`src/rtl/snr_pkg.sv`:
```
// Shared types and defaults for the SNR measurement sequencer.
// Latency: n/a (types and constants only).
// Backpressure: n/a.
package snr_pkg;

    // Sequencer phases: calibrate noise floor, let filters settle, then average.
    typedef enum logic [2:0] {
        IDLE,
        CALIBRATE,
        SETTLE,
        MEASURE,
        REPORT
    } snr_state_t;

    // snr_db is Q8.8 dB.
    localparam int SNR_FRAC_BITS = 8;

    localparam int DEF_CAL_SAMPLES    = 4096;
    localparam int DEF_SETTLE_SAMPLES = 64;
    localparam int DEF_WINDOW_LOG2    = 8;

endpackage

```
`src/rtl/snr_measurement_sequencer_if.sv`:
```
// Bus bundle between the SNR sequencer, the calculator tap and the result consumer.
// Latency: n/a (wires only).
// Backpressure: result_ready stalls the result handshake; sample_* are observed only.
// Optional macro SNR_SEQ_THRESHOLD_EN adds snr_min (to sequencer) and snr_low (from sequencer).
// Modports: master = sequencer side, slave = calculator tap / display side.
interface snr_measurement_sequencer_if #(
    parameter int SNR_WIDTH = 16
);
    logic                        sample_valid;
    logic                        sample_ready;
    logic signed [SNR_WIDTH-1:0] snr_db;
    logic signed [SNR_WIDTH-1:0] result_snr;
    logic                        result_valid;
    logic                        result_ready;
`ifdef SNR_SEQ_THRESHOLD_EN
    logic signed [SNR_WIDTH-1:0] snr_min;
    logic                        snr_low;

    modport master (
        input  sample_valid, sample_ready, snr_db, result_ready, snr_min,
        output result_snr, result_valid, snr_low
    );
    modport slave (
        output sample_valid, sample_ready, snr_db, result_ready, snr_min,
        input  result_snr, result_valid, snr_low
    );
`else
    modport master (
        input  sample_valid, sample_ready, snr_db, result_ready,
        output result_snr, result_valid
    );
    modport slave (
        output sample_valid, sample_ready, snr_db, result_ready,
        input  result_snr, result_valid
    );
`endif
endinterface

```
`src/rtl/snr_window_accumulator.sv`:
```
// Signed window accumulator with shift-average output for the SNR sequencer.
// Latency: avg is combinational and already includes the current din (acc + din).
// Backpressure: none; add_en gates accumulation, clr holds the sum at zero.
// Ports: clk, reset (sync, active-high), clr, add_en, din (signed), avg (signed).
module snr_window_accumulator #(
    parameter int SNR_WIDTH   = 16,
    parameter int WINDOW_LOG2 = 8
) (
    input  logic                        clk,
    input  logic                        reset,
    input  logic                        clr,
    input  logic                        add_en,
    input  logic signed [SNR_WIDTH-1:0] din,
    output logic signed [SNR_WIDTH-1:0] avg
);
    // WINDOW_LOG2 guard bits: a full window of extreme samples cannot overflow.
    localparam int ACC_W = SNR_WIDTH + WINDOW_LOG2;

    logic signed [ACC_W-1:0] acc;
    logic signed [ACC_W-1:0] din_ext;
    logic signed [ACC_W-1:0] sum;

    assign din_ext = {{WINDOW_LOG2{din[SNR_WIDTH-1]}}, din};
    assign sum     = acc + din_ext;

    // Arithmetic shift floors toward -inf; the quotient always fits SNR_WIDTH.
    assign avg = SNR_WIDTH'(sum >>> WINDOW_LOG2);

    always_ff @(posedge clk) begin
        if (reset || clr) begin
            acc <= '0;
        end else if (add_en) begin
            acc <= sum;
        end
    end

endmodule

```
`src/rtl/snr_measurement_sequencer.sv`:
```
// Sequences SNR calculator: noise-floor calibration, settle, windowed average of snr_db.
// Latency: result_valid rises 1 cycle after the last window tick; back in MEASURE 1 cycle after handshake.
// Backpressure: result held stable while result_ready is low; ticks in REPORT are ignored.
// Optional macro SNR_SEQ_THRESHOLD_EN: bus.snr_min/bus.snr_low compare and auto re-calibration.
// Ports: clk, reset (sync, active-high), start/recal/abort pulses, continuous mode,
//        quiet_period/busy/calibrated status, bus (sample tap in, result handshake out).
module snr_measurement_sequencer
    import snr_pkg::*;
#(
    parameter int SNR_WIDTH      = 16,
    parameter int CAL_SAMPLES    = DEF_CAL_SAMPLES,
    parameter int SETTLE_SAMPLES = DEF_SETTLE_SAMPLES,
    parameter int WINDOW_LOG2    = DEF_WINDOW_LOG2,
    parameter int CNT_WIDTH      = 16
) (
    input  logic clk,
    input  logic reset,
    input  logic start,
    input  logic recal,
    input  logic abort,
    input  logic continuous,
    output logic quiet_period,
    output logic busy,
    output logic calibrated,
    snr_measurement_sequencer_if.master bus
);
    localparam logic [CNT_WIDTH-1:0] CAL_LAST    = CNT_WIDTH'(CAL_SAMPLES - 1);
    localparam logic [CNT_WIDTH-1:0] SETTLE_LAST =
        CNT_WIDTH'((SETTLE_SAMPLES > 0) ? (SETTLE_SAMPLES - 1) : 0);
    localparam logic [CNT_WIDTH-1:0] WIN_LAST    = CNT_WIDTH'((1 << WINDOW_LOG2) - 1);

    snr_state_t                  state;
    logic [CNT_WIDTH-1:0]        cnt;
    logic                        tick;
    logic                        acc_clr;
    logic                        acc_add;
    logic signed [SNR_WIDTH-1:0] avg;
    logic signed [SNR_WIDTH-1:0] result_snr_q;
    logic                        result_valid_q;

    // Only beats the calculator actually accepts are counted.
    assign tick = bus.sample_valid & bus.sample_ready;

    // Accumulator is held at zero outside MEASURE, so every entry into
    // MEASURE (from SETTLE, CALIBRATE or REPORT) starts a fresh window.
    assign acc_clr = (state != MEASURE);
    assign acc_add = (state == MEASURE) & tick;

    snr_window_accumulator #(
        .SNR_WIDTH   (SNR_WIDTH),
        .WINDOW_LOG2 (WINDOW_LOG2)
    ) u_acc (
        .clk    (clk),
        .reset  (reset),
        .clr    (acc_clr),
        .add_en (acc_add),
        .din    (bus.snr_db),
        .avg    (avg)
    );

    assign bus.result_snr   = result_snr_q;
    assign bus.result_valid = result_valid_q;

`ifdef SNR_SEQ_THRESHOLD_EN
    logic snr_low_q;
    assign bus.snr_low = snr_low_q;
`endif

    always_ff @(posedge clk) begin
        if (reset) begin
            state          <= IDLE;
            cnt            <= '0;
            quiet_period   <= 1'b0;
            busy           <= 1'b0;
            calibrated     <= 1'b0;
            result_valid_q <= 1'b0;
            result_snr_q   <= '0;
`ifdef SNR_SEQ_THRESHOLD_EN
            snr_low_q      <= 1'b0;
`endif
        end else if (abort) begin
            // Noise floor stays valid; any pending result is simply withdrawn.
            state          <= IDLE;
            cnt            <= '0;
            quiet_period   <= 1'b0;
            busy           <= 1'b0;
            result_valid_q <= 1'b0;
        end else if (recal && (state != IDLE)) begin
            state          <= CALIBRATE;
            cnt            <= '0;
            quiet_period   <= 1'b1;
            busy           <= 1'b1;
            calibrated     <= 1'b0;
            result_valid_q <= 1'b0;
        end else begin
            case (state)
                IDLE: begin
                    if (start) begin
                        state        <= CALIBRATE;
                        cnt          <= '0;
                        quiet_period <= 1'b1;
                        busy         <= 1'b1;
                    end
                end

                CALIBRATE: begin
                    if (tick) begin
                        if (cnt == CAL_LAST) begin
                            cnt          <= '0;
                            quiet_period <= 1'b0;
                            calibrated   <= 1'b1;
                            state        <= (SETTLE_SAMPLES == 0) ? MEASURE : SETTLE;
                        end else begin
                            cnt <= cnt + 1'b1;
                        end
                    end
                end

                SETTLE: begin
                    if (tick) begin
                        if (cnt == SETTLE_LAST) begin
                            cnt   <= '0;
                            state <= MEASURE;
                        end else begin
                            cnt <= cnt + 1'b1;
                        end
                    end
                end

                MEASURE: begin
                    if (tick) begin
                        if (cnt == WIN_LAST) begin
                            // avg already folds in this final sample.
                            cnt            <= '0;
                            result_snr_q   <= avg;
                            result_valid_q <= 1'b1;
                            state          <= REPORT;
`ifdef SNR_SEQ_THRESHOLD_EN
                            snr_low_q      <= (avg < bus.snr_min);
`endif
                        end else begin
                            cnt <= cnt + 1'b1;
                        end
                    end
                end

                REPORT: begin
                    if (result_valid_q && bus.result_ready) begin
                        result_valid_q <= 1'b0;
                        if (continuous) begin
`ifdef SNR_SEQ_THRESHOLD_EN
                            // A low reading suggests a stale noise floor: redo it.
                            if (snr_low_q) begin
                                state        <= CALIBRATE;
                                quiet_period <= 1'b1;
                            end else
`endif
                            state <= MEASURE;
                        end else begin
                            state <= IDLE;
                            busy  <= 1'b0;
                        end
                    end
                end

                default: begin
                    state <= IDLE;
                end
            endcase
        end
    end

endmodule

```
`src/flat_wrapper.sv`:
```
// flat-port wrapper written by rule: the top's interface ports become plain ports
module snr_measurement_sequencer_flat import snr_pkg::*;
#(
    parameter int SNR_WIDTH      = 16,
    parameter int CAL_SAMPLES    = DEF_CAL_SAMPLES,
    parameter int SETTLE_SAMPLES = DEF_SETTLE_SAMPLES,
    parameter int WINDOW_LOG2    = DEF_WINDOW_LOG2,
    parameter int CNT_WIDTH      = 16
)
  (clk, reset, start, recal, abort, continuous, quiet_period, busy, calibrated, bus_sample_valid, bus_sample_ready, bus_snr_db, bus_result_ready, bus_result_snr, bus_result_valid);
  snr_measurement_sequencer_if #(.SNR_WIDTH(SNR_WIDTH)) bus_i ();
  input  logic clk;
  input  logic reset;
  input  logic start;
  input  logic recal;
  input  logic abort;
  input  logic continuous;
  output logic quiet_period;
  output logic busy;
  output logic calibrated;
  input wire logic [$bits(bus_i.sample_valid)-1:0] bus_sample_valid;
  input wire logic [$bits(bus_i.sample_ready)-1:0] bus_sample_ready;
  input wire logic [$bits(bus_i.snr_db)-1:0] bus_snr_db;
  input wire logic [$bits(bus_i.result_ready)-1:0] bus_result_ready;
  output wire logic [$bits(bus_i.result_snr)-1:0] bus_result_snr;
  output wire logic [$bits(bus_i.result_valid)-1:0] bus_result_valid;
  assign bus_i.sample_valid = bus_sample_valid;
  assign bus_i.sample_ready = bus_sample_ready;
  assign bus_i.snr_db = bus_snr_db;
  assign bus_i.result_ready = bus_result_ready;
  assign bus_result_snr = bus_i.result_snr;
  assign bus_result_valid = bus_i.result_valid;
  snr_measurement_sequencer #(.SNR_WIDTH(SNR_WIDTH), .CAL_SAMPLES(CAL_SAMPLES), .SETTLE_SAMPLES(SETTLE_SAMPLES), .WINDOW_LOG2(WINDOW_LOG2), .CNT_WIDTH(CNT_WIDTH)) u_core (.clk(clk), .reset(reset), .start(start), .recal(recal), .abort(abort), .continuous(continuous), .quiet_period(quiet_period), .busy(busy), .calibrated(calibrated), .bus(bus_i));
endmodule
```
`config.mk`:
```
export PLATFORM = sky130hd
export DESIGN_NAME = snr_measurement_sequencer_flat
export DESIGN_NICKNAME = d
export VERILOG_FILES = /design/src/rtl/snr_pkg.sv /design/src/rtl/snr_measurement_sequencer_if.sv /design/src/rtl/snr_window_accumulator.sv /design/src/rtl/snr_measurement_sequencer.sv /design/src/flat_wrapper.sv
export SDC_FILE = /design/constraint.sdc
export NUM_CORES = 1
export LEC_CHECK = 0
export ABC_AREA = 1
export CAP_MARGIN = 25
export CELL_PAD_IN_SITES_DETAIL_PLACEMENT = 1
export CELL_PAD_IN_SITES_GLOBAL_PLACEMENT = 1
export CORE_MARGIN = 2
export CORE_UTILIZATION = 40
export CTS_CLUSTER_DIAMETER = 80
export DETAILED_ROUTE_END_ITERATION = 7
export PLACE_DENSITY = 0.84
export REMOVE_ABC_BUFFERS = 1
export SLEW_MARGIN = 30
export SYNTH_ARGS = -nofsm -noshare
export SYNTH_HDL_FRONTEND = slang
export SYNTH_SLANG_ARGS = --single-unit
export TNS_END_PERCENT = 10
```
`constraint.sdc`:
```
create_clock -name clk -period 2.5 [get_ports clk]
set_input_delay 0.5 -clock clk [delete_from_list [all_inputs] [get_ports clk]]
set_output_delay 0.5 -clock clk [all_outputs]
set_load 0.03 [all_outputs]
```
Yosys cells after proc, flatten, opt, wreduce, memory -nomap -nowiden
Index checks and enable logic that the tools add are counted.
{ "op_classes": {"add_sub_neg": 2, "n_eq_ne": 25, "n_mux": 36, "n_bitwise": 4, "reduce_logical": 22} }
{ "ops": {"columns": ["operator", "n"], "rows": [
  ["$mux 16", 7],
  ["$pmux 16 s4", 1],
  ["$add 24x16->24", 1],
  ["$mux 3", 8],
  ["$add 16x1->16 const B", 1],
  ["$eq 16x12->1 const B", 1],
  ["$eq 16x6->1 const B", 1],
  ["$eq 16x8->1 const B", 1],
  ["$reduce_and 4->1", 4],
  ["$reduce_and 8->1", 2],
  ["$mux 1", 15],
  ["$ne 3x1->1 const B", 5],
  ["$pmux 3 s5", 1],
  ["$ne 2x1->1 const B", 6],
  ["$ne 3x2->1 const B", 4],
  ["$reduce_and 5->1", 2],
  ["$reduce_bool 3->1", 3],
  ["$reduce_bool 2->1", 4],
  ["$eq 3x2->1 const B", 2],
  ["$pmux 1 s2", 3],
  ["$ne 2x2->1 const B", 2],
  ["$reduce_bool 4->1", 1],
  ["$eq 3x1->1 const B", 1],
  ["$eq 3x3->1 const B", 1],
  ["other kinds (9)", 12]
]} }
{ "word_totals": {"ff_bits": 63, "input_bits": 25, "out_inout_bits": 20, "word_cells": 98} }

Longest topological paths before layout
Gate-level depths: netlist of the first run.
{ "logic_depth": {"depth_word": 5, "mapped_depth": 14, "ltp_nobuf": 14} }

Cells and area by module
From an unflattened synthesis of the first run, not the netlist that was laid out.
{ "unflattened": {"cells_unflattened": 817, "hier_area_um2": 4932.2} }
{ "modules_own_cells": {"columns": ["mod", "instances", "cells_per_inst", "area_each_um2", "seq_area_each_um2"], "rows": [
  ["snr_window_accumulator", 1, 518, 2834.0, 480.5],
  ["snr_measurement_sequencer", 1, 299, 2098.3, 780.7]
]} }

Worst setup path after synthesis of the first run
No wires, ideal clock.
{ "synth_path": {"path_type": "input -> register", "start": "input bus_snr_db[0]", "end": "register u_core.u_acc.acc[12]", "setup_time_ns": 0.109, "t_arrival_ns": 1.843, "t_required_ns": 2.391, "path_slack_ns": 0.548, "cell_stages": 13, "path_buffers": 0, "path_cell_list": "ha_1 -> inv_1 -> fa_1 -> inv_1 -> nand3_1 -> nand3_1 -> nand2_1 -> nand3_1 -> nand2_1 -> nand3_1 -> nand3_1 -> nand2_1 -> inv_1"} }
{ "synth_between": {"elab_chain_len": 1} }
{ "synth_rtl": {"columns": ["element", "line_no", "rtl"], "rows": [
  ["from (decl)", "flat_wrapper.sv:23", "input wire logic [$bits(bus_i.snr_db)-1:0] bus_snr_db;"],
  ["$add 24x16->24", "snr_window_accumulator.sv:24", "assign sum = acc + din_ext;"],
  ["to (signal assigned)", "snr_window_accumulator.sv:33", "acc <= sum;"],
  ["to (decl)", "snr_window_accumulator.sv:19", "logic signed [ACC_W-1:0] acc;"]
]} }
No other way between the ends.
A chain may end at the register's enable or synchronous reset.

Worst setup path in the final report of the first run
{ "layout_path": {"start": "input bus_snr_db[0]", "end": "register u_core.u_acc.acc[18]"} }
The elaborated chain is that of the path after synthesis.

==> impl_results.md, run 1 <==
* Die W at roughly 110 um
* Sink Count at 63
* Post-synth top area cell: dfxtp_1
* DP HPWL at around 12000 um
* Min cycle time layout at approximately 2.3 ns
* Status: finished clean
* Worst-path clk slew at 0.06 ns
* Final core occ at 0.514
* Endpoints failing hold at 0
* Unrepaired setup endpoints after global routing: false
* CTS HTree Levels at 3
* Hold_ws at roughly 0.48 ns
* Cts bufs inserted at 9
* Bufs on Longest Clock Path at 2
* Die span in y at roughly 110 um
* Clock Latency Late Sink at 0.35 ns
* CTS root buffer: clkbuf_16
* DR WL/cell at 15.1 um
* Post-CTS Setup Bufs at 0
* Routed wire length at roughly 16000 um
* # diodes at 0
* Yosys cell types at 33
* Via Count at roughly 5300
* Port bufs at 44
* Setup TNS at 0 ns
* Critical path peak fanout at 3
* Top Ports at 45
* Core ar. at around 11000 sq um
* Global-route wire length before repair at 26700 um
* Antenna violations before repair at 0
* Post-CTS Resized at 0
* Family with the most delay on the worst path: buffers and inverters
* Vias in the first global route at between 5000 and 6000
* F_max at 0.435 GHz
* Hold crit path type: flip-flop to flip-flop
* Tightest Pin Transition at ~0.37 ns
* CP required at about 2.7 ns
* Synth warnings at 0
* Grt total ovfl at 0
* Slew Viols, Final at 0
* GRT Overall Usage at 0.262
* Relative slew margins at 0.749
* Most used cell along the critical path: nand3_1
* Startpoint Class: primary input
* Final net count at 949
* # fillers at between 1500 and 2000
* Drt via density at about 5.1
* Mapped Cells at between 800 and 900
* Layout cell share with drive strength beyond 1 at 0.0719
* Row count at 39
* #FFs+latches synth at 63
* Ranking of synthesized cells by area: dfxtp_1, nand2_1, nor2_1
* Crit path buf inv count at 5
* First-pass DRT Iterations at 4
* Ratio of final minimum period to clock period at 0.920
* Arr. time, crit path at between 2 and 3 ns
* Critical path class: primary input to flip-flop
* CTS tree: built
* Cell Area, Synth at around 4700 sq um
* Leak Pwr at 3.13 nW
* Final Wtd Congestion at just over 0.9
* Max cap viols at 0
* Largest net degree at the start of global routing at 32
* Starting density of the core at 0.411
* Crit path cell chain: clkdlybuf4s50_1, ha_1, inv_1, fa_1, inv_1, buf_4, nand3_1, nand3_1, nand2_1, nand3_1, nand3_1, nand2_1, inv_1
* CTS Hold Buffers Added at 0
* PD cells at 495 nW/um^2
* Endpoints failing setup at 0
* Area delta synth->final at 25.0%
* Worst Clk Skew at approximately 0.011 ns
* Synth top area share at 0.267
* Remaining DRCs at 0
* Max IR drop VDD at about 0.5 mV
* Crit-path slowest cell: clkdlybuf4s50_1
* Max incr delay on CP at 0.46 ns
* Sequential share of the synthesized area at 0.267
* Die area at about 13000 sq um
* CP endpoint kind: flip-flop
* Post-route ant nets at 0
* 1st-iter DRT viols at approximately 260
* Syn_area_per_cell at approximately 5.7 sq um
through the flow:
step | cells | setup slack (ns) | total power [mW] | area (sq um)
3_5_place_dp | 1031 | -0.109 | 1.34 | 5520
4_1_cts | 1047 | 0.224 | 2.95 | 5890
3_3_place_gp | 1031 | -0.0735 | 1.32 | 5520
6_report | 1047 | 0.201 | 2.92 | 5890
5_1_grt | 1047 | 0.0761 | 3.02 | 5890
2_1_floorplan | 810 | 0.521 | 1.19 | 4640
layout by cell type, fill, tap and decap left out, types with 2 or more instances in the layout:
master             n
nand2_2            3
dfxtp_1           63
ha_1              24
o21ai_0           16
bufinv_16          4
nand4_1           15
nand2_1          249
nor2_2             2
inv_2              5
xnor2_1            4
a21oi_1           22
clkdlybuf4s50_1   44
buf_4             33
xor2_1            11
clkbuf_16          9
o21bai_1           2
clkinv_1           2
nor3_1             8
nand3_1           72
inv_1            148
nand3b_1           2
nor2_4             2
nor2_1           150
metal layers:
metal  vias to the layer above  global-route usage  part of all wire
li1                       2669                   -                 -
met1                      2537               0.297              0.42
met2                        92               0.482              0.51
met3                        35              0.0599             0.045
met4                         0              0.0894             0.024
met5                         -                   0                 0
kinds of logic after synthesis:
| logic type | synth area share |
|---|---|
| AND/OR/NAND/NOR | 0.443 |
| buffers and inverters | 0.141 |
| flip-flops | 0.267 |
| AO/OA/AOI/OAI | 0.0536 |
| adder cells (fa/ha/maj) | 0.0679 |
| XOR/XNOR | 0.0279 |
power by group:
part / internal, mW / leakage, nW / total, mW / switching [mW]
sequential: 1.01 / 0.508 / 1.01 / 0.00439
clock: 1.10 / 0.180 / 1.60 / 0.495
combinational: 0.119 / 2.44 / 0.304 / 0.185
flip-flops by register name, indices dropped and copies added (netlist names):
name / flops
u_core.cnt: 16
u_core.u_acc.acc: 24
u_core.bus.result_snr: 16
u_core.quiet_period: 1
u_core.bus.result_valid: 1
u_core.state: 3
u_core.busy: 1
u_core.calibrated: 1
final timing paths:
kind | start | to | slack, ns | cells after the start
max | bus_snr_db[0] | u_core.u_acc.acc[18] | 0.20 | 13
min | u_core.calibrated | u_core.calibrated | 0.48 | 2
max reg2reg | u_core.u_acc.acc[4] | u_core.bus.result_snr[15] | 0.47 | 10
min reg2reg | u_core.calibrated | u_core.calibrated | 0.48 | 2
cells in the mapped netlist, drive strengths merged:
cell    instances
a211oi          1
a21o            1
a21oi          23
a311oi          1
a31o            1
and2            1
buf             7
clkbuf          6
clkinv          2
dfxtp          63
fa              1
ha             24
inv           153
nand2         253
nand3          73
nand3b          2
nand4          15
nor2          154
nor3            8
o21ai          16
o21bai          2
o22ai           1
xnor2           4
xor2           11
worst register-to-register path: stages (launching register included):
cell	delay, ns
dfxtp_1	0.33
ha_1	0.38
nand2_1	0.13
nor2_1	0.23
nand3_1	0.14
nand2_1	0.25
nand2_1	0.13
nand4_1	0.13
nand3_1	0.10
nand2_1	0.07
inv_1	0.04
final cells by class:
type,instances,area (sq um),share of cell area
Multi-Input combinational cell,592,2790,0.474
Sequential cell,63,1260,0.214
Timing Repair Buffer,78,708,0.120
Inverter,155,582,0.0987
Clock buffer,11,243,0.0412
Tap cell,143,179,0.0304
Clock inverter,5,129,0.0219
Power figures use the tool's default switching activity.
==> run 2, diff against run 1 <==
Settings changed: TNS_END_PERCENT 10 to not set.
==> results of run 2 <==
No change in the layout: final DEF, timing and power equal those of run 1.
